[src/rtl/veda_mem_arbiter_if.sv]
// Bus bundle for veda_mem_arbiter: two requester ports, the memory port
// and the status outputs. The arbiter uses the slave view; the requesters
// and the memory model together use the master view.
interface veda_mem_arbiter_if #(
  parameter int ADDR_W = 5,
  parameter int DATA_W = 32
);
  // requester 0 (loader)
  logic              req0;
  logic              we0;
  logic              lock0;
  logic [ADDR_W-1:0] addr0;
  logic [DATA_W-1:0] wdata0;
  logic              gnt0;
  logic              rvalid0;
  logic [DATA_W-1:0] rdata0;
  // requester 1 (core load/store)
  logic              req1;
  logic              we1;
  logic              lock1;
  logic [ADDR_W-1:0] addr1;
  logic [DATA_W-1:0] wdata1;
  logic              gnt1;
  logic              rvalid1;
  logic [DATA_W-1:0] rdata1;
  // memory side
  logic              mem_en;
  logic              mem_we;
  logic [ADDR_W-1:0] mem_addr;
  logic [DATA_W-1:0] mem_wdata;
  logic [DATA_W-1:0] mem_rdata;
  // status
  logic              owner;
  logic              lock_err;

  modport slave (
    input  req0, we0, lock0, addr0, wdata0,
    output gnt0, rvalid0, rdata0,
    input  req1, we1, lock1, addr1, wdata1,
    output gnt1, rvalid1, rdata1,
    output mem_en, mem_we, mem_addr, mem_wdata,
    input  mem_rdata,
    output owner, lock_err
  );

  modport master (
    output req0, we0, lock0, addr0, wdata0,
    input  gnt0, rvalid0, rdata0,
    output req1, we1, lock1, addr1, wdata1,
    input  gnt1, rvalid1, rdata1,
    input  mem_en, mem_we, mem_addr, mem_wdata,
    output mem_rdata,
    input  owner, lock_err
  );
endinterface

[src/rtl/veda_mem_arbiter.sv]
// Two-requester single-port memory arbiter. Round-robin between the loader
// (requester 0) and the core (requester 1) when both contend, with optional
// ownership locking bounded to LOCK_MAX cycles. A lock that runs out is
// released by force, flagged on the sticky lock_err output, and the holder
// must drop its lock request before it may lock again.
module veda_mem_arbiter #(
  parameter int ADDR_W   = 5,
  parameter int DATA_W   = 32,
  parameter int LOCK_MAX = 8
) (
  input  logic               clock,
  input  logic               reset_VM,
  veda_mem_arbiter_if.slave  bus
);

  localparam int CNT_W = (LOCK_MAX > 1) ? $clog2(LOCK_MAX) : 1;
  localparam logic [CNT_W-1:0] CNT_LAST = CNT_W'(LOCK_MAX - 1);

  typedef enum logic [1:0] {
    FREE = 2'd0,
    OWN0 = 2'd1,
    OWN1 = 2'd2
  } state_t;

  state_t             state_r, state_s;
  logic               ptr_r, ptr_s;
  logic [CNT_W-1:0]   cnt_r, cnt_s;
  logic               blk0_r, blk0_s;
  logic               blk1_r, blk1_s;
  logic               err_r, err_s;
  logic               owner_r, owner_s;
  logic               rvalid0_r, rvalid1_r;
  logic               gnt0_s, gnt1_s;

  // Grant decision: combinational from state and requests, forced low in reset.
  always_comb begin
    gnt0_s = 1'b0;
    gnt1_s = 1'b0;
    if (reset_VM) begin
      gnt0_s = 1'b0;
      gnt1_s = 1'b0;
    end else begin
      case (state_r)
        FREE: begin
          if (bus.req0 && bus.req1) begin
            if (ptr_r) begin
              gnt1_s = 1'b1;
            end else begin
              gnt0_s = 1'b1;
            end
          end else begin
            gnt0_s = bus.req0;
            gnt1_s = bus.req1;
          end
        end
        OWN0:    gnt0_s = bus.req0;
        OWN1:    gnt1_s = bus.req1;
        default: begin
          gnt0_s = 1'b0;
          gnt1_s = 1'b0;
        end
      endcase
    end
  end

  // Next state, round-robin pointer, lock counter, re-lock blocking and error flag.
  always_comb begin
    state_s = state_r;
    ptr_s   = ptr_r;
    cnt_s   = cnt_r;
    // a block is lifted once the holder has been seen with its lock low
    blk0_s  = blk0_r & bus.lock0;
    blk1_s  = blk1_r & bus.lock1;
    err_s   = err_r;
    case (state_r)
      FREE: begin
        // contention only: the winner hands priority to the other side
        if (bus.req0 && bus.req1) begin
          ptr_s = gnt0_s;
        end else begin
          ptr_s = ptr_r;
        end
        if (gnt0_s && bus.lock0 && !blk0_r) begin
          state_s = OWN0;
          cnt_s   = {CNT_W{1'b0}};
        end else if (gnt1_s && bus.lock1 && !blk1_r) begin
          state_s = OWN1;
          cnt_s   = {CNT_W{1'b0}};
        end else begin
          state_s = FREE;
        end
      end
      OWN0: begin
        if (!bus.lock0) begin
          state_s = FREE;
          cnt_s   = {CNT_W{1'b0}};
        end else if (cnt_r == CNT_LAST) begin
          state_s = FREE;
          cnt_s   = {CNT_W{1'b0}};
          err_s   = 1'b1;
          ptr_s   = 1'b1;
          blk0_s  = 1'b1;
        end else begin
          cnt_s = cnt_r + CNT_W'(1);
        end
      end
      OWN1: begin
        if (!bus.lock1) begin
          state_s = FREE;
          cnt_s   = {CNT_W{1'b0}};
        end else if (cnt_r == CNT_LAST) begin
          state_s = FREE;
          cnt_s   = {CNT_W{1'b0}};
          err_s   = 1'b1;
          ptr_s   = 1'b0;
          blk1_s  = 1'b1;
        end else begin
          cnt_s = cnt_r + CNT_W'(1);
        end
      end
      default: begin
        state_s = FREE;
        cnt_s   = {CNT_W{1'b0}};
      end
    endcase
  end

  // Owner follows whichever requester transferred this cycle.
  always_comb begin
    owner_s = owner_r;
    if (gnt1_s) begin
      owner_s = 1'b1;
    end else if (gnt0_s) begin
      owner_s = 1'b0;
    end else begin
      owner_s = owner_r;
    end
  end

  // Control and status registers; reset cancels pending read returns and locks.
  always_ff @(posedge clock or posedge reset_VM) begin
    if (reset_VM) begin
      state_r   <= FREE;
      ptr_r     <= 1'b0;
      cnt_r     <= {CNT_W{1'b0}};
      blk0_r    <= 1'b0;
      blk1_r    <= 1'b0;
      err_r     <= 1'b0;
      owner_r   <= 1'b0;
      rvalid0_r <= 1'b0;
      rvalid1_r <= 1'b0;
    end else begin
      state_r   <= state_s;
      ptr_r     <= ptr_s;
      cnt_r     <= cnt_s;
      blk0_r    <= blk0_s;
      blk1_r    <= blk1_s;
      err_r     <= err_s;
      owner_r   <= owner_s;
      rvalid0_r <= gnt0_s & ~bus.we0;
      rvalid1_r <= gnt1_s & ~bus.we1;
    end
  end

  // Memory-side mux: the granted requester drives the port, otherwise all zero.
  always_comb begin
    bus.mem_we    = 1'b0;
    bus.mem_addr  = {ADDR_W{1'b0}};
    bus.mem_wdata = {DATA_W{1'b0}};
    if (gnt0_s) begin
      bus.mem_we    = bus.we0;
      bus.mem_addr  = bus.addr0;
      bus.mem_wdata = bus.wdata0;
    end else if (gnt1_s) begin
      bus.mem_we    = bus.we1;
      bus.mem_addr  = bus.addr1;
      bus.mem_wdata = bus.wdata1;
    end else begin
      bus.mem_we    = 1'b0;
      bus.mem_addr  = {ADDR_W{1'b0}};
      bus.mem_wdata = {DATA_W{1'b0}};
    end
  end

  assign bus.gnt0     = gnt0_s;
  assign bus.gnt1     = gnt1_s;
  assign bus.mem_en   = gnt0_s | gnt1_s;
  assign bus.rvalid0  = rvalid0_r;
  assign bus.rvalid1  = rvalid1_r;
  // read data arrives one cycle after the strobe, so it is gated, not registered
  assign bus.rdata0   = rvalid0_r ? bus.mem_rdata : {DATA_W{1'b0}};
  assign bus.rdata1   = rvalid1_r ? bus.mem_rdata : {DATA_W{1'b0}};
  assign bus.owner    = owner_r;
  assign bus.lock_err = err_r;

endmodule

[src/flat_wrapper.sv]
// flat-port wrapper written by rule: the top's interface ports become plain ports
module veda_mem_arbiter_flat 
#(
  parameter int ADDR_W   = 5,
  parameter int DATA_W   = 32,
  parameter int LOCK_MAX = 8
)
  (clock, reset_VM, bus_req0, bus_we0, bus_lock0, bus_addr0, bus_wdata0, bus_gnt0, bus_rvalid0, bus_rdata0, bus_req1, bus_we1, bus_lock1, bus_addr1, bus_wdata1, bus_gnt1, bus_rvalid1, bus_rdata1, bus_mem_en, bus_mem_we, bus_mem_addr, bus_mem_wdata, bus_mem_rdata, bus_owner, bus_lock_err);
  veda_mem_arbiter_if #(.ADDR_W(ADDR_W), .DATA_W(DATA_W)) bus_i ();
  input  logic clock;
  input  logic reset_VM;
  input wire logic [$bits(bus_i.req0)-1:0] bus_req0;
  input wire logic [$bits(bus_i.we0)-1:0] bus_we0;
  input wire logic [$bits(bus_i.lock0)-1:0] bus_lock0;
  input wire logic [$bits(bus_i.addr0)-1:0] bus_addr0;
  input wire logic [$bits(bus_i.wdata0)-1:0] bus_wdata0;
  output wire logic [$bits(bus_i.gnt0)-1:0] bus_gnt0;
  output wire logic [$bits(bus_i.rvalid0)-1:0] bus_rvalid0;
  output wire logic [$bits(bus_i.rdata0)-1:0] bus_rdata0;
  input wire logic [$bits(bus_i.req1)-1:0] bus_req1;
  input wire logic [$bits(bus_i.we1)-1:0] bus_we1;
  input wire logic [$bits(bus_i.lock1)-1:0] bus_lock1;
  input wire logic [$bits(bus_i.addr1)-1:0] bus_addr1;
  input wire logic [$bits(bus_i.wdata1)-1:0] bus_wdata1;
  output wire logic [$bits(bus_i.gnt1)-1:0] bus_gnt1;
  output wire logic [$bits(bus_i.rvalid1)-1:0] bus_rvalid1;
  output wire logic [$bits(bus_i.rdata1)-1:0] bus_rdata1;
  output wire logic [$bits(bus_i.mem_en)-1:0] bus_mem_en;
  output wire logic [$bits(bus_i.mem_we)-1:0] bus_mem_we;
  output wire logic [$bits(bus_i.mem_addr)-1:0] bus_mem_addr;
  output wire logic [$bits(bus_i.mem_wdata)-1:0] bus_mem_wdata;
  input wire logic [$bits(bus_i.mem_rdata)-1:0] bus_mem_rdata;
  output wire logic [$bits(bus_i.owner)-1:0] bus_owner;
  output wire logic [$bits(bus_i.lock_err)-1:0] bus_lock_err;
  assign bus_i.req0 = bus_req0;
  assign bus_i.we0 = bus_we0;
  assign bus_i.lock0 = bus_lock0;
  assign bus_i.addr0 = bus_addr0;
  assign bus_i.wdata0 = bus_wdata0;
  assign bus_gnt0 = bus_i.gnt0;
  assign bus_rvalid0 = bus_i.rvalid0;
  assign bus_rdata0 = bus_i.rdata0;
  assign bus_i.req1 = bus_req1;
  assign bus_i.we1 = bus_we1;
  assign bus_i.lock1 = bus_lock1;
  assign bus_i.addr1 = bus_addr1;
  assign bus_i.wdata1 = bus_wdata1;
  assign bus_gnt1 = bus_i.gnt1;
  assign bus_rvalid1 = bus_i.rvalid1;
  assign bus_rdata1 = bus_i.rdata1;
  assign bus_mem_en = bus_i.mem_en;
  assign bus_mem_we = bus_i.mem_we;
  assign bus_mem_addr = bus_i.mem_addr;
  assign bus_mem_wdata = bus_i.mem_wdata;
  assign bus_i.mem_rdata = bus_mem_rdata;
  assign bus_owner = bus_i.owner;
  assign bus_lock_err = bus_i.lock_err;
  veda_mem_arbiter #(.ADDR_W(ADDR_W), .DATA_W(DATA_W), .LOCK_MAX(LOCK_MAX)) u_core (.clock(clock), .reset_VM(reset_VM), .bus(bus_i));
endmodule
[config.mk]
export PLATFORM = sky130hd
export DESIGN_NAME = veda_mem_arbiter_flat
export DESIGN_NICKNAME = d
export VERILOG_FILES = /design/src/rtl/veda_mem_arbiter_if.sv /design/src/rtl/veda_mem_arbiter.sv /design/src/flat_wrapper.sv
export SDC_FILE = /design/constraint.sdc
export NUM_CORES = 1
export LEC_CHECK = 0
export ABC_AREA = 1
export CAP_MARGIN = 30
export CORE_MARGIN = 2
export CORE_UTILIZATION = 27
export DETAILED_ROUTE_END_ITERATION = 8
export PLACE_DENSITY = 0.86
export SKIP_CTS_REPAIR_TIMING = 1
export SLEW_MARGIN = 20
export SYNTH_ARGS = -nofsm -noshare
export SYNTH_HDL_FRONTEND = slang
export SYNTH_SLANG_ARGS = --single-unit
[constraint.sdc]
create_clock -name clock -period 1.9 [get_ports clock]
set_clock_uncertainty 0.05 [all_clocks]
set_input_delay 0.38 -clock clock [delete_from_list [all_inputs] [get_ports clock]]
set_output_delay 0.38 -clock clock [all_outputs]
set_load 0.1 [all_outputs]
==> metrics <==
status=finished, violations left; violations in the final reports=negative setup slack; root cell of the clock tree=sky130_fd_sc_hd__clkbuf_8; commonest cells after routing, fill and taps aside=sky130_fd_sc_hd__nand2_1, sky130_fd_sc_hd__buf_12, sky130_fd_sc_hd__clkdlybuf4s50_1, sky130_fd_sc_hd__clkinvlp_4, sky130_fd_sc_hd__o21ai_4; estimated wirelength of the detail-placed design=between 10 and 15 mm; Crit Path Class=register to output port; post-route total power=3.161 mW; count of unique library cells instantiated by Yosys=24; Setup Total Neg Slack=-20.13 ns; setup violation total in the final timing report=44; number of global-route vias before repair=around 3.7k; RSZ-0062 raised after global routing=yes; type of the tightest min-delay check=primary input to async pin; pin slew with the least headroom to its limit=around 0.5 ns; average detailed-routed wire length per instance=approximately 25 µm; max-cap check violation count=0; top-area cell type share of the netlist area=about 34%; endpoint class of the critical path=output port; Final Slew Violations=0; post-synthesis area per instance=5.212 µm²; number of fill cells=~150; critical path peak fanout=10; DR iter-0 viols=around 280; x dimension of the die=87.01 µm; Finished Core Util=95.87%; M3 GR Usage=between 7 and 8%; cell accounting for the most synthesized area=sky130_fd_sc_hd__nand2_1; highest ir drop seen on vdd=0.4798 mV; vertical extent of the die=slightly below 90 µm; total number of vias=3908; Remaining DRCs=0; Final GP Congestion=about 0.85; Post-Synthesis Net Count=between 400 and 500; minimum setup slack in the final design=-0.5941 ns; die area=~0.0076 mm²; Leak Pwr=2.510 nW; cts bufs inserted=3; met1 track utilization from global routing=about 32%; global-route wire length before repair=around 20 mm; Synth Cell Area=approximately 0.0019 mm²; Pwr per Cell Area=about 500 mW/mm²; Most Crowded Layer GR=met2; most common cell after layout, fill and taps aside=sky130_fd_sc_hd__nand2_1; Clk pin slew, worst setup/hold paths=around 0.060 ns; proportion of layout cells with a drive suffix above 1=between 40% and 50%; routing usage on met2=between 60% and 70%; overall routing resource usage=roughly a third; crit path DAT=between 2 and 2.5 ns; number of register bits inferred by synthesis=12; footprint of the multi-input gates=~0.0016 mm²; remaining max-slew budget at the tightest pin=between 60% and 70%; count of nets after finishing=about 730; maximum operating frequency=around 0.40 GHz; number of antenna violations at the first check in global routing=0; Std-Cell Rows=30; vias per cell=roughly 5.7; TritonCTS clock tree=built; nature of the critical path startpoint=register; signed area change from the synthesized netlist to the final layout=246.2%; Final period util=131.3%; synthesized instance count=357; portion of the post-synthesis area used by sequential elements=between 15 and 20%; Initial Util=between 20 and 30%; number of primary I/O pins=223; drt pass-1 iters=6; worst skew pair latency=around 0.25 ns; required time worst endpoint=1.47 ns; overflow left after global routing=0; biggest area contributors in the synthesized netlist=sky130_fd_sc_hd__nand2_1, sky130_fd_sc_hd__dfrtp_1, sky130_fd_sc_hd__inv_1; count of nets left with antenna violations after detail routing=0; quantity of I/O buffers inserted on ports=222; clock net sink count=12; area inside the core boundary=approximately 0.0067 mm²; number of hold violations in the final report=0; storage element area=between 300 and 400 µm²; YS warnings=0; maximum clock path buffer count=2; maximum number of pins on one net before global-route repair=34; final period demand of the worst path=2.494 ns; antenna diode count=0; H-Tree Depth=1; DRT Wirelength=roughly 17 mm
==> report_power, final <==
group / leakage [nW] / internal [mW] / switching (mW)
registers: 0.155 / 0.273 / 0.0352
logic: 2.33 / 0.975 / 1.58
clock network: 0.0288 / 0.184 / 0.111
==> worst paths after layout <==
path | startpoint | end | slack (ns) | depth (start not counted)
worst max-delay path | u_core.state_r[0]$_DFF_PP0_ | bus_mem_wdata[29] | -0.59 | 9
worst min-delay path | reset_VM | u_core.ptr_r$_DFFE_PP0P_ | 0.23 | 2
worst max register to register | u_core.state_r[1]$_DFF_PP0_ | u_core.cnt_r[0]$_DFFE_PP0P_ | 0.06 | 10
worst min register to register | u_core.blk1_r$_DFF_PP0_ | u_core.blk1_r$_DFF_PP0_ | 0.50 | 2
max in group asynchronous | reset_VM | u_core.bus.rvalid0$_DFF_PP0_ | 1.19 | 2
min in group clock | u_core.blk1_r$_DFF_PP0_ | u_core.blk1_r$_DFF_PP0_ | 0.50 | 2
==> through the flow <==
step | hold slack, ns | cell area (µm²) | setup WS (ns) | instances
6_report | 0.2335 | 6441 | -0.5941 | 686
3_3_place_gp | 0.4196 | 6111 | -0.4854 | 668
3_5_place_dp | 0.4385 | 6111 | -0.5986 | 668
2_1_floorplan | 0.1947 | 2537 | -0.6412 | 357
5_1_grt | 0.2852 | 6441 | -0.6422 | 686
4_1_cts | 0.4515 | 6166 | -0.6035 | 672
==> final cells by class <==
type | count | area share (%)
Clock buffer | 4 | 0.8547
Inverter | 78 | 8.217
Multi-Input combinational cell | 249 | 25.45
Sequential cell | 12 | 4.779
Tap cell | 80 | 1.554
Timing Repair Buffer | 263 | 59.15
==> cell usage after synthesis <==
| cell | number |
|---|---|
| sky130_fd_sc_hd__o21ai_2 | 10 |
| sky130_fd_sc_hd__nand2_4 | 1 |
| sky130_fd_sc_hd__nor2_2 | 2 |
| sky130_fd_sc_hd__inv_2 | 2 |
| sky130_fd_sc_hd__inv_1 | 76 |
| sky130_fd_sc_hd__o211ai_1 | 1 |
| sky130_fd_sc_hd__o21ai_1 | 27 |
| sky130_fd_sc_hd__a211oi_1 | 1 |
| sky130_fd_sc_hd__o31ai_1 | 1 |
| sky130_fd_sc_hd__nor3_1 | 1 |
| sky130_fd_sc_hd__nand2_2 | 3 |
| sky130_fd_sc_hd__nor3b_2 | 1 |
| sky130_fd_sc_hd__buf_4 | 4 |
| sky130_fd_sc_hd__clkbuf_1 | 6 |
| sky130_fd_sc_hd__o21ai_0 | 5 |
| sky130_fd_sc_hd__nor2_1 | 13 |
| sky130_fd_sc_hd__dfrtp_1 | 12 |
| sky130_fd_sc_hd__nand2_1 | 167 |
| sky130_fd_sc_hd__nand3_2 | 1 |
| sky130_fd_sc_hd__buf_6 | 5 |
| sky130_fd_sc_hd__ha_1 | 7 |
| sky130_fd_sc_hd__buf_2 | 3 |
| sky130_fd_sc_hd__nand3_1 | 7 |
| sky130_fd_sc_hd__a21oi_1 | 1 |
==> sequential cells by signal, indices dropped and copies added (netlist names) <==
name,cells
u_core.state_r,2
u_core.bus.lock_err,1
u_core.bus.owner,1
u_core.blk0_r,1
u_core.cnt_r,3
u_core.blk1_r,1
u_core.bus.rvalid0,1
u_core.ptr_r,1
u_core.bus.rvalid1,1
==> routing by layer <==
layer	wire length, µm	vias up
met4	1567	0
li1	-	1545
met5	0	-
met2	8930	414
met3	1488	151
met1	5306	1798
==> cells by family after synthesis <==
logic type	Yosys count	share of synthesized area [%]
and+or+nand+nor	196	41.96
buffers and inverters	96	22.39
DFF	12	16.14
AOI/OAI and AO/OA	46	14.79
adders and majority gates	7	4.707
==> worst max-delay path, stage by stage (launching register included) <==
cell                      delay, ns
sky130_fd_sc_hd__dfrtp_1       0.39
sky130_fd_sc_hd__buf_4         0.14
sky130_fd_sc_hd__ha_1          0.22
sky130_fd_sc_hd__inv_2         0.09
sky130_fd_sc_hd__nand2_4       0.07
sky130_fd_sc_hd__nand2_8       0.15
sky130_fd_sc_hd__buf_12        0.16
sky130_fd_sc_hd__nand2_2       0.09
sky130_fd_sc_hd__o21ai_4       0.27
sky130_fd_sc_hd__buf_12        0.22
Power figures use the tool's default switching activity.
